[src/rtl/rf_sb.sv]
// rf_sb: parametrised GPR file with an in-order load scoreboard reporting RAW (rd_busy) and WAW (ex_cnf).
// Optional feature: define RF_BYPASS_EN for same-cycle forwarding of load returns and execute writes.
module rf_sb #(
  parameter int unsigned XLEN  = 32,
  parameter int unsigned NREG  = 16,
  parameter int unsigned NRD   = 3,
  parameter int unsigned NPEND = 4
) (
  input  logic                          clk,
  input  logic                          rst_n,
  input  logic [NRD*$clog2(NREG)-1:0]   rd_idx,
  output logic [NRD*XLEN-1:0]           rd_data,
  output logic [NRD-1:0]                rd_busy,
  input  logic                          ex_we,
  input  logic [$clog2(NREG)-1:0]       ex_idx,
  input  logic [XLEN-1:0]               ex_data,
  output logic                          ex_cnf,
  input  logic                          ld_issue,
  input  logic [$clog2(NREG)-1:0]       ld_idx,
  output logic                          ld_full,
  output logic                          ld_empty,
  input  logic                          ld_rdy,
  input  logic [XLEN-1:0]               ld_data
);

  localparam int unsigned AW = $clog2(NREG);
  localparam int unsigned CW = $clog2(NPEND + 1);
  localparam int unsigned PW = (NPEND > 1) ? $clog2(NPEND) : 1;

  logic [XLEN-1:0] gpr_q  [NREG];
  logic [XLEN-1:0] gpr_d  [NREG];
  logic [CW-1:0]   pcnt_q [NREG];
  logic [CW-1:0]   pcnt_d [NREG];
  logic [AW-1:0]   fifo_q [NPEND];
  logic [AW-1:0]   fifo_d [NPEND];
  logic [PW-1:0]   head_q, head_d;
  logic [PW-1:0]   tail_q, tail_d;
  logic [CW-1:0]   occ_q, occ_d;
  logic            run_q;
  logic [AW-1:0]   ridx [NRD];
  logic [AW-1:0]   head_idx;
  logic            ld_acc;
  logic            ld_ret;
  logic            ex_wr;

  // Pointer increment modulo NPEND (NPEND need not be a power of two).
  function automatic logic [PW-1:0] ptr_inc(input logic [PW-1:0] p);
    return (p == PW'(NPEND - 1)) ? '0 : p + PW'(1);
  endfunction

  // run_q holds off all writes on the first edge after reset release.
  always_comb begin
    head_idx = fifo_q[head_q];
    ld_full  = (occ_q == CW'(NPEND));
    ld_empty = (occ_q == '0);
    ex_cnf   = (pcnt_q[ex_idx] != '0);
    ld_ret   = run_q && ld_rdy && !ld_empty;
    ld_acc   = run_q && ld_issue && (!ld_full || ld_rdy);
    ex_wr    = run_q && ex_we && !ex_cnf;
  end

  always_comb begin
    for (int unsigned k = 0; k < NRD; k++) begin
      ridx[k] = rd_idx[k*AW +: AW];
    end
  end

  // Next state: return is applied before issue so a same-register pair nets to zero.
  always_comb begin
    gpr_d  = gpr_q;
    pcnt_d = pcnt_q;
    fifo_d = fifo_q;
    head_d = head_q;
    tail_d = tail_q;
    occ_d  = occ_q + CW'(ld_acc) - CW'(ld_ret);
    if (ex_wr) begin
      gpr_d[ex_idx] = ex_data;
    end
    if (ld_ret) begin
      gpr_d[head_idx]  = ld_data;
      pcnt_d[head_idx] = pcnt_d[head_idx] - CW'(1);
      head_d           = ptr_inc(head_q);
    end
    if (ld_acc) begin
      fifo_d[tail_q]  = ld_idx;
      pcnt_d[ld_idx]  = pcnt_d[ld_idx] + CW'(1);
      tail_d          = ptr_inc(tail_q);
    end
  end

  always_comb begin
    rd_data = '0;
    rd_busy = '0;
    for (int unsigned k = 0; k < NRD; k++) begin
      rd_data[k*XLEN +: XLEN] = gpr_q[ridx[k]];
      rd_busy[k]              = (pcnt_q[ridx[k]] != '0);
`ifdef RF_BYPASS_EN
      if (ld_ret && (head_idx == ridx[k])) begin
        rd_data[k*XLEN +: XLEN] = ld_data;
        rd_busy[k] = (pcnt_q[ridx[k]] != CW'(1)) || (ld_acc && (ld_idx == ridx[k]));
      end else if (ex_wr && (ex_idx == ridx[k])) begin
        rd_data[k*XLEN +: XLEN] = ex_data;
      end
`endif
    end
  end

  always_ff @(posedge clk or negedge rst_n) begin
    if (!rst_n) begin
      run_q  <= 1'b0;
      head_q <= '0;
      tail_q <= '0;
      occ_q  <= '0;
      for (int unsigned r = 0; r < NREG; r++) begin
        gpr_q[r]  <= '0;
        pcnt_q[r] <= '0;
      end
      for (int unsigned p = 0; p < NPEND; p++) begin
        fifo_q[p] <= '0;
      end
    end else begin
      run_q  <= 1'b1;
      gpr_q  <= gpr_d;
      pcnt_q <= pcnt_d;
      fifo_q <= fifo_d;
      head_q <= head_d;
      tail_q <= tail_d;
      occ_q  <= occ_d;
    end
  end

endmodule
[config.mk]
export PLATFORM = sky130hd
export DESIGN_NAME = rf_sb
export DESIGN_NICKNAME = d
export VERILOG_FILES = /design/src/rtl/rf_sb.sv
export SDC_FILE = /design/constraint.sdc
export NUM_CORES = 2
export LEC_CHECK = 0
export CAP_MARGIN = 10
export CELL_PAD_IN_SITES_DETAIL_PLACEMENT = 0
export CELL_PAD_IN_SITES_GLOBAL_PLACEMENT = 1
export CORE_MARGIN = 4
export CORE_UTILIZATION = 55
export CTS_BUF_LIST = sky130_fd_sc_hd__clkbuf_4
export DETAILED_ROUTE_END_ITERATION = 10
export DONT_BUFFER_PORTS = 1
export GPL_ROUTABILITY_DRIVEN = 0
export GPL_TIMING_DRIVEN = 0
export PLACE_DENSITY_LB_ADDON = 0.1
export SLEW_MARGIN = 30
export SYNTH_ARGS = -nofsm -noshare
export SYNTH_HDL_FRONTEND = slang
export SYNTH_SLANG_ARGS = --single-unit
[constraint.sdc]
create_clock -name clk -period 6.6 [get_ports clk]
set_clock_uncertainty 0.2 [all_clocks]
set_input_delay 0.33 -clock clk [delete_from_list [all_inputs] [get_ports clk]]
set_output_delay 0.33 -clock clk [all_outputs]
set_load 0.05 [all_outputs]
==> run metrics <==
slew margin rel.=21.28%; Die Height=277.5 um; fill count=5829; area grow syn2layout=13.95%; Starting Density=55.70%; post-layout minimum cycle time=6.546 ns; initial antenna violation count=8; Global Route Usage Sum=44.38%; first-pass GRT wire length=246.0 mm; Ys Warns=0; syn nets=3500; fmax=between 150 and 200 MHz; crit-path most repeated cell=clkbuf_1; First-pass DRT Iterations=6; wire per inst=35.91 um; Post-synth EDFFs=0; CP Class=reg -> reg; Residual DRC=0; VDD IR max=255.4 uV; final instance area=approximately 0.046 mm^2; post-synthesis cell area=0.03995 mm^2; Synth Area per Inst=~12 um^2; CP required=7.34 ns; power consumption=around 0.02 W; core area=a little over 0.07 mm^2; max-slew violations=0; H-tree lvl count=4; FF+latch area=0.01461 mm^2; Main synth FF type=dfrtp_1; HP Class=in -> reg; post-synthesis sequential area ratio=36.58%; DR iter-0 viols=5884; Hold Violations, Final=0; WP data arrival=7.29 ns; PwrDens=432.4 mW/mm^2; Vias=~36000; status=finished clean; grt ovf=0; RSZ-0062 raised after global routing=no; root buffer cell=clkbuf_4; number of global-route vias before repair=35750; peak per-stage delay on the critical path=0.53 ns; Slew @ Worst Pin=1.181 ns; Die Wd=277.5 um; fraction of registers with async set/reset=100.0%; crit share post-route=99.18%; PortBufs=0; final-report setup violation count=0; share of the synthesized area in the top cell type=a little over a third; die area=0.07701 mm^2; final wirelength=~170 mm; CP Launch Type=register; commonest non-fill, non-tap cell in the layout=dfrtp_1; Distinct cells, synth=61; setup TNS=0 ns; Yosys reg bits=between 500 and 600; clk sink count=584; share of cells above drive strength 1=24.41%; Worst-Skew Late Latency=1.04 ns; Reg clk slew, reported paths=0.07 ns; # rows=98; Synth area leader=dfrtp_1; Final Worst Setup Slack=0.05415 ns; CP Cell Sequence=clkbuf_1 > mux4_2 > clkbuf_1 > clkbuf_2 > mux4_2 > mux2_2 > a21oi_1 > ha_1 > clkbuf_1 > clkbuf_1 > o21ai_0 > mux4_2 > a22o_1 > a211o_1 > ha_1 > buf_1 > or3_1 > a31oi_1; pre-CTS setup slack=0.1165 ns; Vias/cell=7.377; Multi-input gate area=around 0.024 mm^2; post-CTS setup repair buffer count=0; CTS Buf Count=166; critical path capture point type=register; max-cap viol count=0; P_leak=18.72 nW; slowest cell on the critical path=or3_1; DP Area=between 0.04 and 0.05 mm^2; Longest Clk Path Bufs=3; DRT antenna net count=0; hpwl dp=111.2 mm; Max FO, Critical Path=10; Cells after Synth=3401; largest net degree at the start of global routing=585; highest-count cells in the layout ignoring fill and taps=584 x dfrtp_1, 556 x mux2i_1, 514 x mux4_2, 472 x nand2_1, 472 x o21ai_0; CTS tree=yes; final layout net count=3873; WHS=roughly 0.047 ns; I/O Pins=around 190; ranking of synthesized cells by area=dfrtp_1 37%, mux4_2 29%, mux2i_1 14%
[sequential cells by signal, indices dropped and copies added, names as in the netlist]
register,flops
gpr_q,512
pcnt_q,48
fifo_q,16
occ_q,3
head_q,2
tail_q,2
run_q,1
[where the power goes]
group	switching (W)	internal, W	leakage [nW]
sequential	0.00163	0.00522	7.39
clock	0.00174	0.00175	1.21
combinational	0.00521	0.00414	10.1
total	0.00858	0.0111	18.7
[what timing repair did]
item | CTS | global route
hold buffers | 197 | 4
gates resized for setup | 0 | 1
endpoints found under the hold margin | 1166 | 556
setup endpoints to repair | 0 | 14
[metrics by stage]
step	std cells	utilization, %
2_1_floorplan	3401	-
3_5_place_dp	4351	57.54
5_1_grt	4845	63.45
6_report	4848	63.46
4_1_cts	4834	63.16
3_3_place_gp	4351	57.35
[cells in the mapped netlist (12+ instances only)]
master / instances
mux2_2: 37
mux2i_1: 556
nand2_1: 472
buf_2: 17
nor3_1: 14
nor2_1: 105
mux4_2: 514
or3_1: 25
buf_1: 54
xor2_1: 12
o21ai_0: 473
a21oi_1: 85
clkbuf_1: 326
dfrtp_1: 584
[cell type report]
type / count / area share (%)
Clock inverter: 52 / 0.6651
Sequential cell: 584 / 32.10
Clock buffer: 234 / 3.859
Buffer: 400 / 3.700
Multi-Input combinational cell: 2407 / 52.21
Tap cell: 950 / 2.611
Inverter: 10 / 0.08246
Antenna cell: 6 / 0.03298
Timing Repair Buffer: 205 / 4.738
[kinds of logic (layout without fill, tap and decap cells)]
family	count (synthesis)	in the layout	synth area share, %
flip-flops	584	584	36.58
buffers and inverters	410	901	3.952
adder cells (fa/ha/maj)	10	10	0.3320
AO/OA/AOI/OAI	602	602	7.877
other	1	7	0.009387
multiplexers	1107	1107	43.95
AND/OR/NAND/NOR	666	666	6.840
XOR/XNOR	21	21	0.4604
[worst max-delay path: cells and delay by family, from the launching register on]
kind	cells	cell delay, ns
AOI/OAI and AO/OA	5	1.15
muxes	4	1.56
buffers and inverters	6	2.32
and+or+nand+nor	1	0.53
DFF	1	0.37
adders and majority gates	2	0.35
[layer usage]
layer	wire [um]	global-route usage, %	share of wire [%]
met5	354	2.939	0.20
met4	12730	26.41	7.3
met3	26190	19.34	15
met2	74980	64.03	43
met1	59850	55.49	34
[final timing paths]
kind | cells after the start | end | start | slack, ns
setup / recovery | 18 | pcnt_q[11] | head_q[1] | 0.05
setup reg to reg | 18 | pcnt_q[11] | head_q[1] | 0.05
hold / removal | 4 | gpr_q[54] | ld_data[22] | 0.05
min in group asynchronous | 4 | gpr_q[60] | rst_n | 0.30
max in group asynchronous | 5 | gpr_q[135] | rst_n | 4.50
hold reg to reg | 1 | fifo_q[7] | fifo_q[7] | 0.30
Note: power is estimated with default switching activity, not from simulation.
